File: src/rtl/t03_display_timing_ctrl.sv
// Scan-timing controller: pixel divider, h/v counters, sync/blank decodes,
// end-of-line/frame strobes and a one-request-per-line prefetch handshake.
module t03_display_timing_ctrl #(
  parameter int STRETCH_COUNTER = 4,
  parameter int H_TOTAL         = 209,
  parameter int H_ACTIVE        = 160,
  parameter int H_FP            = 8,
  parameter int H_SYNC          = 16,
  parameter int V_TOTAL         = 120,
  parameter int V_ACTIVE        = 100,
  parameter int V_FP            = 4,
  parameter int V_SYNC          = 2
) (
  input  logic        clk,
  input  logic        rst,
  input  logic        en,
  input  logic        fetch_gnt,
  input  logic        fetch_done,
  input  logic        clr_underrun,
  output logic [10:0] hcnt,
  output logic [9:0]  vcnt,
  output logic        hsync,
  output logic        vsync,
  output logic        active,
  output logic        line_tc,
  output logic        frame_tc,
  output logic        fetch_req,
  output logic [9:0]  fetch_line,
  output logic        underrun
);

  localparam int DIV_W = (STRETCH_COUNTER > 1) ? $clog2(STRETCH_COUNTER) : 1;
  localparam logic [DIV_W-1:0] DIV_LAST = DIV_W'(STRETCH_COUNTER - 1);

  localparam logic [10:0] H_LAST     = 11'(H_TOTAL - 1);
  localparam logic [10:0] H_ACT      = 11'(H_ACTIVE);
  localparam logic [10:0] H_TRIG     = 11'(H_ACTIVE - 1);
  localparam logic [10:0] HS_START   = 11'(H_ACTIVE + H_FP);
  localparam logic [10:0] HS_END     = 11'(H_ACTIVE + H_FP + H_SYNC);
  localparam logic [9:0]  V_LAST     = 10'(V_TOTAL - 1);
  localparam logic [9:0]  V_ACT      = 10'(V_ACTIVE);
  localparam logic [9:0]  VS_START   = 10'(V_ACTIVE + V_FP);
  localparam logic [9:0]  VS_END     = 10'(V_ACTIVE + V_FP + V_SYNC);

  typedef enum logic [1:0] {
    IDLE = 2'd0,
    REQ  = 2'd1,
    BUSY = 2'd2
  } state_t;

  logic [DIV_W-1:0] div_reg;
  logic [10:0]      hcnt_reg;
  logic [9:0]       vcnt_reg;
  logic             line_tc_reg;
  logic             frame_tc_reg;
  logic [9:0]       fetch_line_reg;
  logic             underrun_reg;
  state_t           state_reg;
  state_t           state_next;

  logic       pix_tick;
  logic       h_wrap;
  logic       v_wrap;
  logic [9:0] next_line;
  logic       trigger;
  logic       underrun_set;

  assign pix_tick  = en && (div_reg == DIV_LAST);
  assign h_wrap    = pix_tick && (hcnt_reg >= H_LAST);
  assign v_wrap    = (vcnt_reg >= V_LAST);
  assign next_line = v_wrap ? 10'd0 : vcnt_reg + 10'd1;

  // Prefetch fires as the column enters horizontal blanking, for the line after this one.
  assign trigger      = pix_tick && (hcnt_reg == H_TRIG) && (next_line < V_ACT);
  assign underrun_set = trigger && (state_reg != IDLE);

  always_ff @(posedge clk or negedge rst) begin
    if (!rst) begin
      div_reg      <= '0;
      hcnt_reg     <= '0;
      vcnt_reg     <= '0;
      line_tc_reg  <= 1'b0;
      frame_tc_reg <= 1'b0;
    end else begin
      if (en) begin
        div_reg <= (div_reg == DIV_LAST) ? '0 : div_reg + 1'b1;
      end
      if (pix_tick) begin
        hcnt_reg <= h_wrap ? 11'd0 : hcnt_reg + 11'd1;
        if (h_wrap) begin
          vcnt_reg <= v_wrap ? 10'd0 : vcnt_reg + 10'd1;
        end
      end
      line_tc_reg  <= h_wrap;
      frame_tc_reg <= h_wrap && v_wrap;
    end
  end

  always_ff @(posedge clk or negedge rst) begin
    if (!rst) begin
      state_reg <= IDLE;
    end else begin
      state_reg <= state_next;
    end
  end

  // Done is only meaningful once granted; a done arriving with the grant is dropped.
  always_comb begin
    state_next = state_reg;
    unique case (state_reg)
      IDLE:    if (trigger)    state_next = REQ;
      REQ:     if (fetch_gnt)  state_next = BUSY;
      BUSY:    if (fetch_done) state_next = IDLE;
      default:                 state_next = IDLE;
    endcase
  end

  always_comb begin
    fetch_req = (state_reg == REQ);
  end

  always_ff @(posedge clk or negedge rst) begin
    if (!rst) begin
      fetch_line_reg <= '0;
      underrun_reg   <= 1'b0;
    end else begin
      if (trigger && (state_reg == IDLE)) begin
        fetch_line_reg <= next_line;
      end
      if (underrun_set) begin
        underrun_reg <= 1'b1;
      end else if (clr_underrun) begin
        underrun_reg <= 1'b0;
      end
    end
  end

  assign hcnt       = hcnt_reg;
  assign vcnt       = vcnt_reg;
  assign line_tc    = line_tc_reg;
  assign frame_tc   = frame_tc_reg;
  assign fetch_line = fetch_line_reg;
  assign underrun   = underrun_reg;

  assign active = (hcnt_reg < H_ACT) && (vcnt_reg < V_ACT);
  assign hsync  = !((hcnt_reg >= HS_START) && (hcnt_reg < HS_END));
  assign vsync  = !((vcnt_reg >= VS_START) && (vcnt_reg < VS_END));

endmodule

File: config.mk
export PLATFORM = sky130hd
export DESIGN_NAME = t03_display_timing_ctrl
export DESIGN_NICKNAME = d
export VERILOG_FILES = /design/src/rtl/t03_display_timing_ctrl.sv
export SDC_FILE = /design/constraint.sdc
export NUM_CORES = 1
export LEC_CHECK = 0
export CORE_ASPECT_RATIO = 0.5
export CORE_MARGIN = 4
export CORE_UTILIZATION = 40
export DETAILED_ROUTE_END_ITERATION = 7
export PLACE_DENSITY = 0.67
export REMOVE_ABC_BUFFERS = 1
export SLEW_MARGIN = 15
export SYNTH_ARGS = -nofsm -noshare
export SYNTH_HDL_FRONTEND = slang
export SYNTH_SLANG_ARGS = --single-unit
File: constraint.sdc
create_clock -name clk -period 6 [get_ports clk]
set_clock_uncertainty 0.05 [all_clocks]
set_input_delay 0.6 -clock clk [delete_from_list [all_inputs] [get_ports clk]]
set_output_delay 0.6 -clock clk [all_outputs]
set_load 0.005 [all_outputs]
==> results.toml <==
[pwr]
powerDensity_mw_per_mm2 = 238
ir_drop_v = 0.000225
power_leakage_nw = 1.12
power_w = 0.000588

[critical_path]
cpMaxStageDelayCell = "dfrtp_1"
arrival_ns = 2.00
r2r_end = "fetch_line[4]$_DFFE_PN0P_"
critPathTopFamily = "flip-flops"
required_ns = 5.35
critPathKind = "reg2out"
cp_num_buf_inv = 1
r2r_setup_slack_ns = 3.58
reg2reg_from = "vcnt[1]$_DFFE_PN0P_"
crit_fanout = 14
rr_worst_depth = 6
critical-path-max-stage-delay_ns = 0.52
startpoint_type = "flip-flop"
crit_chain = "o311ai_0 > and4_1 > clkdlybuf4s50_1"
critPathCaptureType = "primary output"

[clock_network]
clock_latency_ns = 0.29
numCtsBuffers = 5
cts_resized = 0
root_buffer = "clkbuf_8"
hold_buffers = 0
clock-sinks = 38
post-cts-setup-buffers = 0
clk_pin_slew_ns = 0.07
h-tree-depth = 2
cts_tree = "yes"
cts.path.max_buffers = 2

[placement]
dp.cells = 287
port_buffers = 43
place_congestion = 0.793
hpwlAfterDp_microns = 2960

[detailed_routing]
drc_errors = 0
dr.pass1.iters = 4
drt-vias-per-instance = 5.14
ant_nets = 0
num_vias = 1516
totalWireLength_microns = 4130
wire_per_inst_microns = 14.0
dr.first_iter.drc_count = 72

[synthesis]
synth_top_family_by_area = "simple AND/OR/NAND/NOR gates"
synthFlopType = "dfrtp_1"
synth-adder-area-share_pct = 3.30
yosysTopAreaCell = "dfrtp_1"
syn_area_sq_mm = 0.00190
yosysWarnings = 0
synth-seq-cells = 38
ys_seq_area_share_pct = 50.1
syn-mean-instance-area_sq_um = 10.2
synth-edff-count = 0
synthSimpleGateAreaFrac_pct = 21.5
synth.mux.area_fraction_pct = 2.70
async_flop_share_pct = 100
synth-compound-area-share_pct = 14.6
synthDistinctLibCells = 49
synth_area_leaders = "dfrtp_1, ha_1, o21ai_0"
synthCells = 186
synth_xor_area_share_pct = 3.69
synth_top_area_share_pct = 50.1

[timing]
rsz0062_at_grt = "no"
holdWs_ns = 0.354
maxSlewViolCount = 0
hold_viol = 0
fin_crit_sh_pct = 44.2
timing.setup.tns_ns = 0
worstMarginPinSlew_ns = 0.834
max_slew_margin_pct = 44.4
max_freq_mhz = 377
period_needed_ns = 2.65
setup_viol = 0

[global_route]
grt_pass1_vias = 1462
grt_overflow = 0
grt_start_max_net_pins = 39
grt_first_pass_wirelength_microns = 7060
antenna_found_initial = 0
track_usage_pct = 14.9

[cells_and_area]
final_cells = 295
largest_reg_flops = 11
nets = 239
drive_above_1_share_pct = 11.4
area_growth_pct = 30.4
nFillCells = 404
layout_common_cells = "clkdlybuf4s50_1, dfrtp_1, nand2_1, nor2_1, o21ai_0"
multi_input_area_sq_um = 868
antennaDiodeCount = 0
seqCellArea_sq_um = 951
layout_commonest_cell = "clkdlybuf4s50_1"
final_util_pct = 55.1

[floorplan]
core_sq_mm = 0.00449
die_h_microns = 56.7
ioPinCount = 44
dieArea_sq_mm = 0.00598
rows = 17
initial_utilization_pct = 42.3
die_x_microns = 105

[status]
run_status = "completed"

[worst_hold_path]
min_path_type = "in2async"

[run]
cap_violations = 0
==> worst max path at each step <==
stage	from	endpoint	slack [ns]	cells after the start
after detailed placement	en	fetch_line[1]$_DFFE_PN0P_	3.15	6
after CTS	vcnt[8]$_DFFE_PN0P_	active	3.27	3
final	vcnt[2]$_DFFE_PN0P_	active	3.35	3
after floorplan	en	fetch_line[0]$_DFFE_PN0P_	3.85	5
after global placement	en	fetch_line[0]$_DFFE_PN0P_	3.18	6
after global routing	vcnt[8]$_DFFE_PN0P_	active	3.19	3
==> logic make-up after synthesis <==
logic type,after synthesis
AND/OR/NAND/NOR,72
AO/OA/AOI/OAI,41
flip-flops,38
buffers and inverters,18
XOR/XNOR,8
adder cells (fa/ha/maj),5
multiplexers,4
==> Yosys cell counts, types with 2 or more instances <==
cell type  number
dfrtp_1        38
nand2_1        16
nor2_1         14
o21ai_0        12
inv_1          10
a21oi_1         6
nand3_1         6
ha_1            5
nand4_1         5
nor2b_1         5
xor2_1          5
and4_1          4
o22ai_1         4
a31oi_1         3
a41oi_1         3
and2_2          3
and2b_2         3
buf_2           3
clkbuf_1        3
xnor2_1         3
and3_1          2
buf_4           2
mux2_4          2
nor3_1          2
o211ai_1        2
or4_1           2
==> layout make-up <==
type                            instances  share of cell area (%)
Clock buffer                            8                    4.45
Multi-Input combinational cell        130                    35.1
Tap cell                               66                    3.34
Sequential cell                        38                    38.4
Timing Repair Buffer                   43                    17.2
Inverter                               10                    1.52
==> through the flow <==
step / area [sq um] / setup WS, ns
after floorplan: 1860 / 3.85
after global routing: 2470 / 3.19
after detailed placement: 2360 / 3.15
final: 2470 / 3.35
after CTS: 2470 / 3.27
after global placement: 2360 / 3.18
==> power by group <==
part / internal, W / switching [W] / leakage [nW]
Combinational: 0.0000491 / 0.0000339 / 0.570
Sequential: 0.000276 / 0.0000245 / 0.494
Clock: 0.000116 / 0.0000885 / 0.0575
==> per-layer routing <==
metal	vias up	track usage, %	wire length (microns)
li1	743	-	-
met1	740	19.5	1990
met2	28	23.7	1930
met3	5	4.13	165
met4	0	5.05	42
met5	-	0	0
No activity file was read; power rests on OpenSTA's default activity.
